--- src/rtl/wbu_pkg.sv ---
// Shared definitions for the write-back stage: datapath width, reset PC,
// FSM state encoding and the next-PC source select encodings.
package wbu_pkg;

  localparam int unsigned XLEN = 32;
  localparam logic [31:0] RESET_PC = 32'h8000_0000;

  // Next-PC offset select (pcasrc) and base select (pcbsrc)
  localparam logic PCA_FOUR = 1'b0;
  localparam logic PCA_IMM  = 1'b1;
  localparam logic PCB_PC   = 1'b0;
  localparam logic PCB_SRC1 = 1'b1;

  typedef enum logic [1:0] {
    IDLE    = 2'd0,
    COMMIT  = 2'd1,
    HANDOFF = 2'd2
  } wbu_state_e;

endpackage

--- src/rtl/wbu_gpr_file.sv ---
// General-purpose register file: one synchronous write port, two
// asynchronous read ports, x0 and out-of-range indices read as zero.
module gpr_file #(
  parameter int unsigned NREG = 32,
  parameter int unsigned XLEN = 32
) (
  input  logic            clk,
  input  logic            rst_n,
  input  logic            we,
  input  logic [4:0]      waddr,
  input  logic [XLEN-1:0] wdata,
  input  logic [4:0]      raddr1,
  input  logic [4:0]      raddr2,
  output logic [XLEN-1:0] rdata1,
  output logic [XLEN-1:0] rdata2
);

  localparam int unsigned AW = $clog2(NREG);

  logic [XLEN-1:0] regs [NREG];

  function automatic logic in_range(input logic [4:0] a);
    return (a != '0) && (32'(a) < NREG);
  endfunction

  always_ff @(posedge clk or negedge rst_n) begin
    if (!rst_n) begin
      for (int unsigned i = 0; i < NREG; i++) regs[i] <= '0;
    end else if (we && in_range(waddr)) begin
      regs[waddr[AW-1:0]] <= wdata;
    end
  end

  assign rdata1 = in_range(raddr1) ? regs[raddr1[AW-1:0]] : '0;
  assign rdata2 = in_range(raddr2) ? regs[raddr2[AW-1:0]] : '0;

endmodule

--- src/rtl/wbu.sv ---
// Write-back stage: captures a retired instruction, commits it to the GPR
// file, computes the next PC and hands it to fetch.
module wbu #(
  parameter int unsigned     XLEN     = wbu_pkg::XLEN,
  parameter int unsigned     NREG     = 32,
  parameter logic [XLEN-1:0] RESET_PC = wbu_pkg::RESET_PC
) (
  input  logic            clk,
  input  logic            rst_n,
  input  logic            exu_valid,
  output logic            wbu_ready,
  input  logic [XLEN-1:0] wd,
  input  logic [4:0]      rd,
  input  logic            regwr,
  input  logic [XLEN-1:0] pc,
  input  logic [XLEN-1:0] imm,
  input  logic [XLEN-1:0] src1,
  input  logic            pcasrc,
  input  logic            pcbsrc,
  input  logic [4:0]      rs1,
  input  logic [4:0]      rs2,
  output logic [XLEN-1:0] rdata1,
  output logic [XLEN-1:0] rdata2,
  output logic            wbu_valid,
  input  logic            ifu_ready,
  output logic [XLEN-1:0] next_pc
);

  import wbu_pkg::*;

  wbu_state_e      state;
  logic [XLEN-1:0] wd_q, pc_q, imm_q, src1_q;
  logic [4:0]      rd_q;
  logic            regwr_q, pcasrc_q, pcbsrc_q;
  logic [XLEN-1:0] npc_sum;
  logic            gpr_we;

  assign wbu_ready = (state == IDLE);
  assign wbu_valid = (state == HANDOFF);
  assign gpr_we    = (state == COMMIT) && regwr_q;

  always_comb begin
    npc_sum = ((pcbsrc_q == PCB_SRC1) ? src1_q : pc_q)
            + ((pcasrc_q == PCA_IMM)  ? imm_q  : XLEN'(4));
  end

  always_ff @(posedge clk or negedge rst_n) begin
    if (!rst_n) begin
      state    <= HANDOFF;
      next_pc  <= RESET_PC;
      wd_q     <= '0;
      rd_q     <= '0;
      regwr_q  <= 1'b0;
      pc_q     <= '0;
      imm_q    <= '0;
      src1_q   <= '0;
      pcasrc_q <= 1'b0;
      pcbsrc_q <= 1'b0;
    end else begin
      case (state)
        IDLE: begin
          if (exu_valid) begin
            wd_q     <= wd;
            rd_q     <= rd;
            regwr_q  <= regwr;
            pc_q     <= pc;
            imm_q    <= imm;
            src1_q   <= src1;
            pcasrc_q <= pcasrc;
            pcbsrc_q <= pcbsrc;
            state    <= COMMIT;
          end
        end
        COMMIT: begin
          // bit 0 cleared for jalr; harmless for the aligned pc/branch cases
          next_pc <= {npc_sum[XLEN-1:1], 1'b0};
          state   <= HANDOFF;
        end
        HANDOFF: begin
          if (ifu_ready) state <= IDLE;
        end
        default: state <= IDLE;
      endcase
    end
  end

  gpr_file #(
    .NREG (NREG),
    .XLEN (XLEN)
  ) u_gpr (
    .clk    (clk),
    .rst_n  (rst_n),
    .we     (gpr_we),
    .waddr  (rd_q),
    .wdata  (wd_q),
    .raddr1 (rs1),
    .raddr2 (rs2),
    .rdata1 (rdata1),
    .rdata2 (rdata2)
  );

endmodule

--- config.mk ---
export PLATFORM = sky130hd
export DESIGN_NAME = wbu
export DESIGN_NICKNAME = d
export VERILOG_FILES = /design/src/rtl/wbu_pkg.sv /design/src/rtl/wbu_gpr_file.sv /design/src/rtl/wbu.sv
export SDC_FILE = /design/constraint.sdc
export NUM_CORES = 2
export LEC_CHECK = 0
export ABC_AREA = 0
export CAP_MARGIN = 0
export CELL_PAD_IN_SITES_DETAIL_PLACEMENT = 0
export CELL_PAD_IN_SITES_GLOBAL_PLACEMENT = 1
export CORE_UTILIZATION = 48
export CTS_CLUSTER_DIAMETER = 120
export DETAILED_ROUTE_END_ITERATION = 6
export MAX_ROUTING_LAYER = met4
export PLACE_DENSITY = 0.88
export SLEW_MARGIN = 25
export SYNTH_ARGS = -nofsm -noshare
export SYNTH_HDL_FRONTEND = slang
export SYNTH_SLANG_ARGS = --single-unit
--- constraint.sdc ---
create_clock -name clk -period 3.1 [get_ports clk]
set_input_delay 0.62 -clock clk [delete_from_list [all_inputs] [get_ports clk]]
set_output_delay 0.62 -clock clk [all_outputs]
set_load 0.02 [all_outputs]
==> impl_metrics.csv <==
group,metric,value,unit
floorplanning,rows,131,
worst_setup_path,crit_type,"reg -> reg",
synthesis,synth_cell_types,64,
finish,multiInputGateArea,31890,sq um
detailed_routing,vias_per_cell,6.471,
sta,fmax,303.5,MHz
worst_setup_path,cp.required,3.75,ns
clock_tree,cts_buffers,132,
detailed_routing,routed_wl,184800,microns
power,netSwitchingFraction,33.17,%
clock_tree,cts_root_buf,"clkbuf_16",
placed_design,dp_hpwl,111700,microns
placed_design,dp.cells,5831,
worst_setup_path,crit_slowest_cell,"dfrtp_1",
synthesis,syn-num-nets,4113,
sta,final.period_utilization,106.3,%
detailed_routing,vias,39910,
global_routing,grt_max_degree,130,
detailed_routing,dr.first_iter.drc_count,4151,
synthesis,post_synth.cell_area_avg,15.87,sq um
synthesis,synth-edff-count,0,
global_routing,gr-total-overflow,0,
sta,worst_slack,-0.1952,ns
floorplanning,initial_core_util,48.63,%
synthesis,postSynthCellCount,3932,
sta,hold_viol,0,
clock_tree,tritoncts,"done",
sta,setup_viol_count_final,77,
job,max-cap-violations,0,
detailed_routing,drt-pass1-iter-count,6,
finish,area_growth,22.38,%
finish,drive_above_1_share,60.52,%
synthesis,ys_async_sr_fraction,100.0,%
detailed_routing,wl_per_cell,29.96,microns
clock_tree,cts_max_level,4,
power,power_density,980.4,nW/um^2
floorplanning,die_h,362.6,microns
worst_setup_path,crit_chain,"buf_6, mux2_4, and3_4, fa_2, a21o_1, a31o_4, a211o_4, buf_6, a32oi_2, a31o_2, a21oi_1, o21a_1, o31ai_2",
clock_tree,clkSlewWorstSetupHoldPaths,0.06,ns
sta,worstMarginPinSlew,1.044,ns
synthesis,yosys_warnings,0,
floorplanning,dieArea,131500,sq um
worst_setup_path,endpoint_kind,"flop",
min_path,hold_class,"reg -> reg",
sta,rsz0062_at_grt,"yes",
synthesis,synth_area,62410,sq um
power,p_switching,24.84,mW
outcome,violations,"negative setup slack",
detailed_routing,ant_nets,0,
sta,fin_tns_setup,-7.057,ns
global_routing,track_usage,29.37,%
worst_setup_path,max_stage_delay,0.42,ns
finish,ff_latch_area,29860,sq um
power,internal_power,50.05,mW
sta,skew,0.02364,ns
power,p_leak,34.53,nW
finish,num-fill-cells,9246,
placed_design,placed_cell_area,69590,sq um
sta,fin_crit,3.295,ns
synthesis,synthFlopType,"dfrtp_1",
placed_design,io_buffers,246,
global_routing,grt_pass1_wl,277300,microns
floorplanning,top_level_ports,248,
worst_setup_path,path_max_fanout,4,
finish,mostFrequentLayoutCell,"dfrtp_1",
power,irDropWorstVdd,680.3,uV
clock_tree,clock_latency,0.76,ns
worst_setup_path,cpMostUsedCell,"buf_6",
sta,final-max-slew-violation-count,0,
sta,maxSlewHeadroom,30.38,%
synthesis,synth_seq_cells,1193,
outcome,outcome,"complete, but fails checks",
worst_setup_path,arrival,3.95,ns
global_routing,antenna_found_initial,6,
power,pwr-share-comb,38.4,%
finish,fin_area,76380,sq um
detailed_routing,drc,0,
clock_tree,cts.sinks,1193,
power,power_frac_seq,40.1,%
floorplanning,fp.coreArea,128300,sq um
finish,fin_util,59.52,%
finish,finalNonFillerCells,6167,
floorplanning,die_w,362.6,microns
synthesis,ys_seq_area_share,47.83,%
power,clock_power_share,21.5,%
finish,final_cell_mix,"1188 x dfrtp_1, 1132 x mux2_2, 640 x mux4_2, 283 x buf_4, 171 x clkdlybuf4s50_1",
worst_setup_path,cp_num_buf_inv,2,
finish,fin_nets,4515,
worst_setup_path,start_kind,"flop",
power,total_power,74.89,mW
placed_design,place_congestion,0.8384,
global_routing,grt_pass1_vias,42180,
clock_tree,clockBufferDepth,3,
worst_setup_path,cp_top_family,"compound AO/OA/AOI/OAI gates",
[worst reg2reg max path, cell delays in order, from the launching register on]
cell	delay, ns
dfrtp_1	0.42
buf_6	0.14
mux2_4	0.29
and3_4	0.18
fa_2	0.34
a21o_1	0.20
a31o_4	0.23
a211o_4	0.37
buf_6	0.14
a32oi_2	0.19
a31o_2	0.23
a21oi_1	0.10
o21a_1	0.19
o31ai_2	0.17
[through the flow]
stage | setup slack [ns] | hold slack [ns]
after global placement | -0.7098 | 0.3764
after floorplan | -0.07015 | 0.3244
after CTS | -0.2298 | 0.3843
after detailed placement | -0.7510 | 0.3820
final | -0.1952 | 0.3913
after global routing | -0.2883 | 0.4097
[path summary, 6_finish.rpt]
| path | startpoint | endpoint | slack (ns) | cells past startpoint |
|---|---|---|---|---|
| min in group asynchronous | rst_n | u_gpr.regs[842] | 0.41 | 2 |
| max in group asynchronous | rst_n | imm_q[4] | 1.58 | 3 |
| worst max register to register | pcbsrc_q | next_pc[26] | -0.20 | 13 |
| worst max-delay path | pcbsrc_q | next_pc[26] | -0.20 | 13 |
| worst min-delay path | u_gpr.regs[1013] | u_gpr.regs[1013] | 0.39 | 0 |
| worst min register to register | u_gpr.regs[1013] | u_gpr.regs[1013] | 0.39 | 0 |
[state kept, by name, indices dropped and copies added (netlist names), 2 cells and up]
register,flops
u_gpr.regs,1024
imm_q,32
pc_q,32
src1_q,32
wd_q,32
next_pc,31
rd_q,5
state,2
[power groups by stage]
stage | sequential, mW | clock (mW) | combinational [mW]
3_5_place_dp | 29.8 | 0 | 25.9
6_report | 30.0 | 16.1 | 28.8
4_1_cts | 29.6 | 16.3 | 27.5
2_1_floorplan | 26.5 | 0 | 19.9
3_3_place_gp | 29.2 | 0 | 25.2
5_1_grt | 31.0 | 16.9 | 30.6
[cells in the mapped netlist (3+ instances only)]
cell      number  share of area, %
dfrtp_1     1191                48
mux2_2      1146                21
mux4_2       640                23
clkbuf_1     258               1.6
nor2_1        93              0.56
buf_2         83              0.67
buf_1         80              0.48
nand2_1       71              0.43
mux2i_1       67               1.1
o21ai_0       34              0.27
a21oi_1       33              0.26
and2_1        31              0.31
ha_1          30              0.60
a21o_1        16              0.19
xor2_1        14              0.20
mux2_1        12              0.22
and3_1        10              0.10
xnor2_1       10              0.14
inv_1          9             0.054
nor3b_1        8             0.096
nand3_1        7             0.056
nor3_1         6             0.048
o21bai_1       6             0.072
a211o_1        4             0.056
a31o_2         4             0.056
and4_1         4             0.056
nand2b_1       4             0.040
a31oi_1        3             0.030
buf_6          3             0.054
nand4_1        3             0.030
nor2b_1        3             0.030
o21a_1         3             0.036
o21ai_1        3             0.024
or2_2          3             0.030
[area by class of cell]
cell class / instances / share of cell area (%)
clock buffers: 194 / 5.111
inverters: 9 / 0.04423
repair buffers: 693 / 10.52
flip-flops and latches: 1193 / 39.09
diodes: 3 / 0.009828
well taps: 1729 / 2.832
multi-input cells: 2305 / 41.74
clock inverters: 41 / 0.6503
[logic make-up (layout without fill, tap and decap cells)]
family          after synthesis  after routing  synth area share, %
mux                        1866           1866                45.08
flops                      1193           1193                47.83
simple gates                256            256                1.955
xor+xnor                     24             24               0.3368
buf+inv                     434            937                2.819
other cells                   1              4             0.006008
compound gates              127            127                1.331
fa+ha+maj                    31             31               0.6335
[repair_timing]
| item | 4_1_cts | 5_1_grt |
|---|---|---|
| hold buffers | 1 | 0 |
| resized for setup | 488 | 116 |
| buffers inserted | 48 | 32 |
| hold endpoints to repair | 29 | 0 |
| setup endpoints to repair | 82 | 85 |
| pin swaps | 51 | 54 |
| gates cloned | 18 | 3 |
[layer usage]
| layer | part of all wire, % | global-route usage, % |
|---|---|---|
| met1 | 39 | 38.40 |
| met3 | 8.2 | 5.522 |
| met2 | 49 | 45.21 |
| met5 | 0 | - |
| met4 | 4.4 | 12.54 |
No activity file was read; power rests on OpenSTA's default activity.
